==> src/rtl/cpu_ad48_irq_pkg.sv <==
// Shared definitions for the cpu_ad48 interrupt controller: FSM encoding,
// config register map and the default trap-cause base.
package cpu_ad48_irq_pkg;

   typedef enum logic [1:0] {
      ST_IDLE = 2'd0,
      ST_REQ  = 2'd1,
      ST_SERV = 2'd2
   } irq_state_e;

   localparam logic [1:0] CFG_ENABLE    = 2'd0;
   localparam logic [1:0] CFG_EDGE_MODE = 2'd1;
   localparam logic [1:0] CFG_PEND_CLR  = 2'd2;
   localparam logic [1:0] CFG_PENDING   = 2'd3;

   localparam logic [3:0] CAUSE_IRQ_BASE_DEF = 4'd8;

   // 4-bit cause arithmetic wraps mod 16 by construction.
   function automatic logic [3:0] irq_cause_of(input logic [3:0] base, input logic [3:0] id);
      return base + id;
   endfunction

endpackage

==> src/rtl/cpu_ad48_irq_sync.sv <==
// Single-bit multi-flop synchroniser with asynchronous active-low reset to 0.
module cpu_ad48_irq_sync #(
   parameter int STAGES = 2
) (
   input  logic clk,
   input  logic resetn,
   input  logic d,
   output logic q
);

   logic [STAGES-1:0] chain_q;
   logic [STAGES-1:0] chain_d;

   always_comb begin
      chain_d = {chain_q[STAGES-2:0], d};
   end

   always_ff @(posedge clk or negedge resetn) begin
      if (!resetn) begin
         chain_q <= '0;
      end else begin
         chain_q <= chain_d;
      end
   end

   assign q = chain_q[STAGES-1];

endmodule

==> src/rtl/cpu_ad48_irq_ctrl.sv <==
// Interrupt controller feeding cpu_ad48 trap logic: synchronise, latch pending,
// pick the highest-priority enabled line and run a non-nesting req/ack/done handshake.
module cpu_ad48_irq_ctrl
   import cpu_ad48_irq_pkg::*;
#(
   parameter int         IRQ_LINES      = 4,
   parameter int         SYNC_STAGES    = 2,
   parameter logic [3:0] CAUSE_IRQ_BASE = CAUSE_IRQ_BASE_DEF,
   localparam int        ID_W           = (IRQ_LINES > 1) ? $clog2(IRQ_LINES) : 1
) (
   input  logic                 clk,
   input  logic                 resetn,
   input  logic [IRQ_LINES-1:0] irq_in,
   input  logic                 cfg_we,
   input  logic [1:0]           cfg_addr,
   input  logic [IRQ_LINES-1:0] cfg_wdata,
   output logic [IRQ_LINES-1:0] cfg_rdata,
   output logic                 irq_req,
   output logic [ID_W-1:0]      irq_id,
   output logic [3:0]           irq_cause,
   input  logic                 irq_ack,
   input  logic                 irq_done
);

   logic [IRQ_LINES-1:0] s;
   logic [IRQ_LINES-1:0] s_d_q;
   logic [IRQ_LINES-1:0] enable_q,    enable_d;
   logic [IRQ_LINES-1:0] edge_mode_q, edge_mode_d;
   logic [IRQ_LINES-1:0] pending_q,   pending_d;
   logic [IRQ_LINES-1:0] w1c_clr;
   logic [IRQ_LINES-1:0] ack_clr;
   irq_state_e           state_q,     state_d;
   logic [ID_W-1:0]      irq_id_q,    irq_id_d;
   logic                 irq_req_q,   irq_req_d;
   logic                 cand_valid;
   logic [ID_W-1:0]      cand_id;
   logic                 latched_live;

   genvar gi;
   generate
      for (gi = 0; gi < IRQ_LINES; gi++) begin : g_line
         logic rise;
         logic clr;

         cpu_ad48_irq_sync #(
            .STAGES (SYNC_STAGES)
         ) u_sync (
            .clk    (clk),
            .resetn (resetn),
            .d      (irq_in[gi]),
            .q      (s[gi])
         );

         // Edge lines: a new rising edge beats any clear arriving the same cycle.
         assign rise          = s[gi] & ~s_d_q[gi];
         assign clr           = w1c_clr[gi] | ack_clr[gi];
         assign pending_d[gi] = edge_mode_q[gi] ? (rise | (pending_q[gi] & ~clr)) : s[gi];
      end
   endgenerate

   always_comb begin
      enable_d    = enable_q;
      edge_mode_d = edge_mode_q;
      w1c_clr     = '0;
      if (cfg_we) begin
         case (cfg_addr)
            CFG_ENABLE:    enable_d    = cfg_wdata;
            CFG_EDGE_MODE: edge_mode_d = cfg_wdata;
            CFG_PEND_CLR:  w1c_clr     = cfg_wdata;
            default:       ;
         endcase
      end
   end

   always_comb begin
      case (cfg_addr)
         CFG_ENABLE:    cfg_rdata = enable_q;
         CFG_EDGE_MODE: cfg_rdata = edge_mode_q;
         CFG_PENDING:   cfg_rdata = pending_q;
         default:       cfg_rdata = '0;
      endcase
   end

   // Scan downward so the lowest active index is the one left standing.
   always_comb begin
      cand_valid = 1'b0;
      cand_id    = '0;
      for (int i = IRQ_LINES - 1; i >= 0; i--) begin
         if (pending_q[i] && enable_q[i]) begin
            cand_valid = 1'b1;
            cand_id    = ID_W'(i);
         end
      end
   end

   assign latched_live = pending_q[irq_id_q] & enable_q[irq_id_q];

   always_comb begin
      state_d   = state_q;
      irq_id_d  = irq_id_q;
      irq_req_d = irq_req_q;
      ack_clr   = '0;
      case (state_q)
         ST_IDLE: begin
            irq_req_d = 1'b0;
            if (cand_valid) begin
               state_d   = ST_REQ;
               irq_id_d  = cand_id;
               irq_req_d = 1'b1;
            end
         end
         ST_REQ: begin
            if (irq_ack) begin
               state_d           = ST_SERV;
               irq_req_d         = 1'b0;
               ack_clr[irq_id_q] = 1'b1;
            end else if (!latched_live) begin
               state_d   = ST_IDLE;
               irq_req_d = 1'b0;
            end
         end
         ST_SERV: begin
            irq_req_d = 1'b0;
            if (irq_done) begin
               state_d = ST_IDLE;
            end
         end
         default: begin
            state_d   = ST_IDLE;
            irq_req_d = 1'b0;
         end
      endcase
   end

   always_ff @(posedge clk or negedge resetn) begin
      if (!resetn) begin
         s_d_q       <= '0;
         enable_q    <= '0;
         edge_mode_q <= '0;
         pending_q   <= '0;
         state_q     <= ST_IDLE;
         irq_id_q    <= '0;
         irq_req_q   <= 1'b0;
      end else begin
         s_d_q       <= s;
         enable_q    <= enable_d;
         edge_mode_q <= edge_mode_d;
         pending_q   <= pending_d;
         state_q     <= state_d;
         irq_id_q    <= irq_id_d;
         irq_req_q   <= irq_req_d;
      end
   end

   assign irq_req   = irq_req_q;
   assign irq_id    = irq_id_q;
   assign irq_cause = irq_cause_of(CAUSE_IRQ_BASE, 4'(irq_id_q));

endmodule

==> config.mk <==
export PLATFORM = sky130hd
export DESIGN_NAME = cpu_ad48_irq_ctrl
export DESIGN_NICKNAME = d
export VERILOG_FILES = /design/src/rtl/cpu_ad48_irq_pkg.sv /design/src/rtl/cpu_ad48_irq_sync.sv /design/src/rtl/cpu_ad48_irq_ctrl.sv
export SDC_FILE = /design/constraint.sdc
export NUM_CORES = 1
export LEC_CHECK = 0
export CAP_MARGIN = 20
export CORE_ASPECT_RATIO = 0.7
export CORE_UTILIZATION = 49
export DETAILED_ROUTE_END_ITERATION = 8
export PLACE_DENSITY = 0.76
export REMOVE_ABC_BUFFERS = 1
export SLEW_MARGIN = 20
export SYNTH_ARGS = -nofsm -noshare
export SYNTH_HDL_FRONTEND = slang
export SYNTH_SLANG_ARGS = --single-unit
==> constraint.sdc <==
create_clock -name clk -period 1.6 [get_ports clk]
set_input_delay 0.32 -clock clk [delete_from_list [all_inputs] [get_ports clk]]
set_output_delay 0.32 -clock clk [all_outputs]
set_load 0.005 [all_outputs]
Word-level counts from Yosys, hierarchy flattened

Index checks and enable logic that the tools add are counted.

Register bits: 29
Output and inout bits: 11

Eq/ne operators: 8
Mux-type cells: 32
$add $sub $neg: 1
Bitwise operators: 25
Reduce and logical (&&, ||, !) cells: 11
Order comparisons: 2

Operators by type and width:

| operator            | number |
|---|---|
| $mux 2              | 8 |
| $mux 4              | 4 |
| $mux 1              | 14 |
| $pmux 4 s3          | 1 |
| $and 1x1->1         | 9 |
| $not 1->1           | 8 |
| $or 1x1->1          | 8 |
| $eq 2x2->1 const B  | 3 |
| $pmux 2 s3          | 1 |
| $reduce_and 2->1    | 3 |
| $logic_and 1x1->1   | 5 |
| $add 4x2->4 const A | 1 |
| $bmux 1 s2          | 2 |
| $eq 2x1->1 const B  | 2 |
| $logic_not 2->1     | 2 |
| $ne 2x2->1 const B  | 2 |
| $lt 2x3->1 const B  | 1 |
| $ne 3x3->1 const B  | 1 |
| $reduce_and 3->1    | 1 |
| $demux 1 s2         | 1 |
| $ge 2x1->1 const B  | 1 |
| $pmux 1 s2          | 1 |

Logic depth before layout (Yosys ltp)

Depth in word-level cells: 11
Mapped depth: 4

Hierarchy

From an unflattened synthesis, not the netlist that was laid out.

Cell total of the unflattened synthesis: 104
Area, all modules: 1265.0 um2

By module, submodules not included:

| module            | area an instance (um2) | cells each | times used |
|---|---|---|---|
| cpu_ad48_irq_ctrl | 1064.8                 | 96         | 1 |
| cpu_ad48_irq_sync | 50.0                   | 2          | 4 |

Worst setup path before layout

OpenSTA, ideal clock, no wires.

Kind: reg-to-reg
From: reg irq_id_q[0], in the netlist irq_id[0]
To: reg state_q[0]
Slack: 173 ps
Data required time: 1537 ps
Clock period less this slack: 1427 ps
Stages on the path, launching flop included: 5
Data arrival time: 1364 ps
Cells stage by stage: dfrtp_1 -> inv_2 -> mux4_2 -> nor4b_2 -> or2_2

Word-level cells in the longest chain between the ends: 5
Elaborated cells on any way between the ends: 7
Classes of those cells: eq/ne (1); mux (4); bitwise (1); reduce/logical (1)

Ends and longest elaborated chain:

| item                                  | line                     | text |
|---|---|---|
| start: declaration                    | cpu_ad48_irq_ctrl.sv:33  | `logic [ID_W-1:0] irq_id_q, irq_id_d;` |
| start signal: assignment              | cpu_ad48_irq_ctrl.sv:150 | `irq_id_q <= irq_id_d;` |
| $bmux 1 s2                            | cpu_ad48_irq_ctrl.sv:96  | `assign latched_live = pending_q[irq_id_q] & enable_q[irq_id_q];` |
| $mux 1 (implied by the code)          | cpu_ad48_irq_ctrl.sv:96  |  |
| $and 1x1->1 (*)                       | cpu_ad48_irq_ctrl.sv:96  |  |
| $ne 3x3->1 (no source line) (*)       | -                        |  |
| $reduce_and 3->1 (no source line) (*) | -                        |  |
| end signal: assignment                | cpu_ad48_irq_ctrl.sv:149 | `state_q <= state_d;` |
| end: declaration                      | cpu_ad48_irq_ctrl.sv:32  | `irq_state_e state_q, state_d;` |

Mark *: on every way between the ends. The rest lies on a longest branch, timed or not. The select of a mux whose other input is x is not followed.
A chain may end at the register's enable or synchronous reset.

Worst setup path after layout

From: reg enable_q[1]
To: reg state_q[0]

Word-level cells in the longest chain between the ends: 5
Elaborated cells on any way between the ends: 9
Classes of those cells: eq/ne (2); mux (4); bitwise (1); reduce/logical (2)

Ends and longest elaborated chain:

| item                                                      | line                                             | text |
|---|---|---|
| start: declaration                                        | cpu_ad48_irq_ctrl.sv:27                          | `logic [IRQ_LINES-1:0] enable_q, enable_d;` |
| start signal: assignment                                  | cpu_ad48_irq_ctrl.sv:146                         | `enable_q <= enable_d;` |
| $bmux 1 s2 or $logic_and 1x1->1 (tied branches)           | cpu_ad48_irq_ctrl.sv:96, cpu_ad48_irq_ctrl.sv:89 |  |
| $mux 1 (on tied branches)                                 | cpu_ad48_irq_ctrl.sv:96, cpu_ad48_irq_ctrl.sv:89 |  |
| $and 1x1->1 or $mux 1 (tied branches)                     | cpu_ad48_irq_ctrl.sv:96, cpu_ad48_irq_ctrl.sv:89 |  |
| $ne 3x3->1 (no source line) or $ne 2x2->1 (tied branches) | -                                                |  |
| $reduce_and 3->1 (no source line) (*)                     | -                                                |  |

Marked as above.

==> results.py <==
metrics = {
    "setup_path": {
        "cp_data_arrival_time_ns": 1.82,
        "r2r_slack_ns": 0.05,
        "endpoint_kind": "register",
        "critPathKind": "register to register",
        "cp_max_fo": 2,
        "cp-endpoint": "state_q[0]",
        "r2r_cells": 5,
        "worstReg2RegEnd": "state_q[0]",
        "critPathRequiredTime_ns": 1.86,
        "r2r_start": "enable_q[1]",
        "cp-start-kind": "register",
        "startpoint": "enable_q[1]",
    },
    "global_routing": {
        "grt_max_degree": 30,
        "overflow": 0,
        "track_usage": 0.226,
        "grt_pass1_vias": 909,
        "grt_pass1_wl_mm": 4.17,
        "antenna_found_initial": 0,
    },
    "power_and_ir_drop": {
        "power_switching_mw": 0.652,
        "p_seq_frac": 0.455,
        "swShare": 0.300,
        "peakVddDrop_uv": 614,
        "power_frac_comb": 0.344,
        "clock_power_share": 0.202,
        "power.leakage_nw": 0.781,
        "powerDensity_mw_per_mm2": 1300,
        "p_int_mw": 1.52,
    },
    "yosys": {
        "synth_area_leaders": "dfrtp_1, mux2_2, nand2_1, mux2i_1, o21ai_0",
        "synth_flop_cell": "dfrtp_1",
        "synth_top_area_share": 0.597,
        "syn-instance-count": 102,
        "ys_seq_elements": 29,
        "synth-async-reset-ratio": 1.00,
        "avgSynthCellArea_um2": 11.9,
        "synthDistinctLibCells": 26,
        "synth_top_area_cell": "dfrtp_1",
        "yosys_warnings": 0,
        "yosysSeqAreaShare": 0.597,
        "synthesis.area_mm2": 0.00122,
        "synth_common_cells": "dfrtp_1, nand2_1, mux2_2",
        "synth-edff-count": 0,
        "synth_most_common_cell": "dfrtp_1",
    },
    "route": {
        "dr.pass1.iters": 4,
        "ant_nets": 0,
        "drt_iter0_drc": 62,
        "wl_per_cell_um": 15.6,
        "vias": 966,
        "drt-total-wl_mm": 2.77,
        "drc": 0,
        "vias_per_cell": 5.46,
    },
    "timing": {
        "worst_hold_slack_ns": 0.357,
        "fin_ws_ns": 0.0460,
        "skew_ns": 0.00402,
        "final-hold-violation-count": 0,
        "period_share": 0.971,
        "setup_viol": 0,
        "final-max-slew-violation-count": 0,
        "fin_setup_tns_ns": 0,
        "max_freq_ghz": 0.643,
        "fin_crit_ns": 1.55,
    },
    "job": {
        "maxCapViolCount": 0,
    },
    "die": {
        "rows": 14,
        "dieArea_mm2": 0.00269,
        "io_pins": 26,
        "die_y_um": 43.7,
        "start_util": 0.542,
        "die_x_um": 61.5,
        "fp.coreArea_mm2": 0.00224,
    },
    "finish": {
        "fin_util": 0.744,
        "num_antenna_cells": 0,
        "fin_nets": 160,
        "synthToLayoutAreaGrowth_pct": 37.2,
        "drive_above_1_share": 0.269,
    },
    "clocking": {
        "cts_max_path_buffers": 2,
        "ctsHoldBuffers": 0,
        "clock_sinks": 29,
        "cts_tree": "yes",
        "htreeDepth": 2,
        "numCtsBuffers": 5,
        "insertion_delay_ns": 0.32,
        "clockRootBuffer": "clkbuf_4",
        "path_clk_slew_ns": 0.08,
    },
    "placed_design": {
        "portBuffers": 23,
        "place_ws_ns": -0.478,
        "hpwl_mm": 1.81,
        "place_congestion": 0.792,
    },
    "worst_hold_path": {
        "hold_path.class": "register to register",
    },
    "run_status": {
        "status": "finished, final reports clean",
    },
}
worst max-delay path, stage by stage (launching register included):
cell and delay [ns]:
dfrtp_1 0.37, buf_6 0.11, nand2_4 0.04, mux4_2 0.49
nor4b_4 0.32, or2_4 0.16
layer usage:
metal,up-vias,share of wire,global-route usage
met4,0,0.029,0.116
met2,57,0.44,0.314
met1,462,0.45,0.324
met5,-,0,0
li1,438,-,-
met3,9,0.080,0.0657
sequential cells by signal, indices dropped and copies added (netlist names):
| signal | flops |
|---|---|
| enable_q | 4 |
| s_d_q | 4 |
| pending_q | 4 |
| edge_mode_q | 4 |
| state_q | 2 |
| irq_req | 1 |
| g_line.u_sync.chain_q | 8 |
| irq_id | 2 |
stage by stage:
stage | cells | total power, mW | area [um^2]
after floorplan | 96 | 1.29 | 1180
after global placement | 158 | 1.58 | 1500
after detailed placement | 158 | 1.61 | 1500
after CTS | 168 | 2.05 | 1570
after global routing | 177 | 2.30 | 1670
final | 177 | 2.17 | 1670
layout make-up:
| type | instances | area (um^2) |
|---|---|---|
| Fill cell | 169 | 573 |
| Multi-Input combinational cell | 65 | 463 |
| Inverter | 2 | 10.0 |
| Tap cell | 32 | 40.0 |
| Clock buffer | 7 | 55.1 |
| Timing Repair Buffer | 42 | 374 |
| Sequential cell | 29 | 727 |
power by group through the flow:
stage	sequential, mW	combinational [mW]	clock, mW
2_1_floorplan	0.986	0.304	0
3_3_place_gp	0.991	0.592	0
3_5_place_dp	1.00	0.609	0
4_1_cts	0.975	0.635	0.446
5_1_grt	1.00	0.813	0.483
6_report	0.987	0.746	0.438
logic make-up (layout without fill, tap and decap cells):
kind of cell / count (synthesis) / count (layout) / synth area share
compound gates: 17 / 17 / 0.0936
other cells: 2 / 2 / 0.00618
mux: 14 / 14 / 0.134
flops: 29 / 29 / 0.597
buf+inv: 8 / 51 / 0.0381
simple gates: 32 / 32 / 0.132
layout by cell type (no fill, tap or decap), types with 2 or more instances in the layout:
| cell | n |
|---|---|
| buf_4 | 16 |
| a221oi_1 | 3 |
| a21o_1 | 4 |
| o21ai_1 | 3 |
| dlygate4sd2_1 | 3 |
| mux2_2 | 8 |
| buf_6 | 2 |
| clkdlybuf4s15_1 | 5 |
| nand3_1 | 5 |
| nand3b_1 | 2 |
| nand2_1 | 15 |
| conb_1 | 2 |
| a21oi_1 | 2 |
| o21ai_0 | 3 |
| nor2_1 | 3 |
| mux2i_1 | 5 |
| clkdlybuf4s50_1 | 15 |
| dfrtp_1 | 28 |
| clkbuf_4 | 5 |
worst min path at each step:
stage                                      startpoint                           to  slack [ns]  depth (start not counted)
after floorplan                                resetn               edge_mode_q[0]        0.02                          0
after detailed placement  g_line[2].u_sync.chain_q[0]  g_line[2].u_sync.chain_q[1]        0.34                          0
after CTS                 g_line[0].u_sync.chain_q[0]  g_line[0].u_sync.chain_q[1]        0.36                          0
after global placement    g_line[3].u_sync.chain_q[0]  g_line[3].u_sync.chain_q[1]        0.33                          0
final                     g_line[0].u_sync.chain_q[0]  g_line[0].u_sync.chain_q[1]        0.36                          0
after global routing      g_line[0].u_sync.chain_q[0]  g_line[0].u_sync.chain_q[1]        0.38                          0
timing repair:
| action | 4_1_cts | 5_1_grt |
|---|---|---|
| setup endpoints to repair | 12 | 6 |
| setup buffers | 2 | 10 |
| resized for setup | 12 | 12 |
| pin swaps | 0 | 2 |
| cloned | 1 | 0 |
No activity file was read; power rests on OpenSTA's default activity.
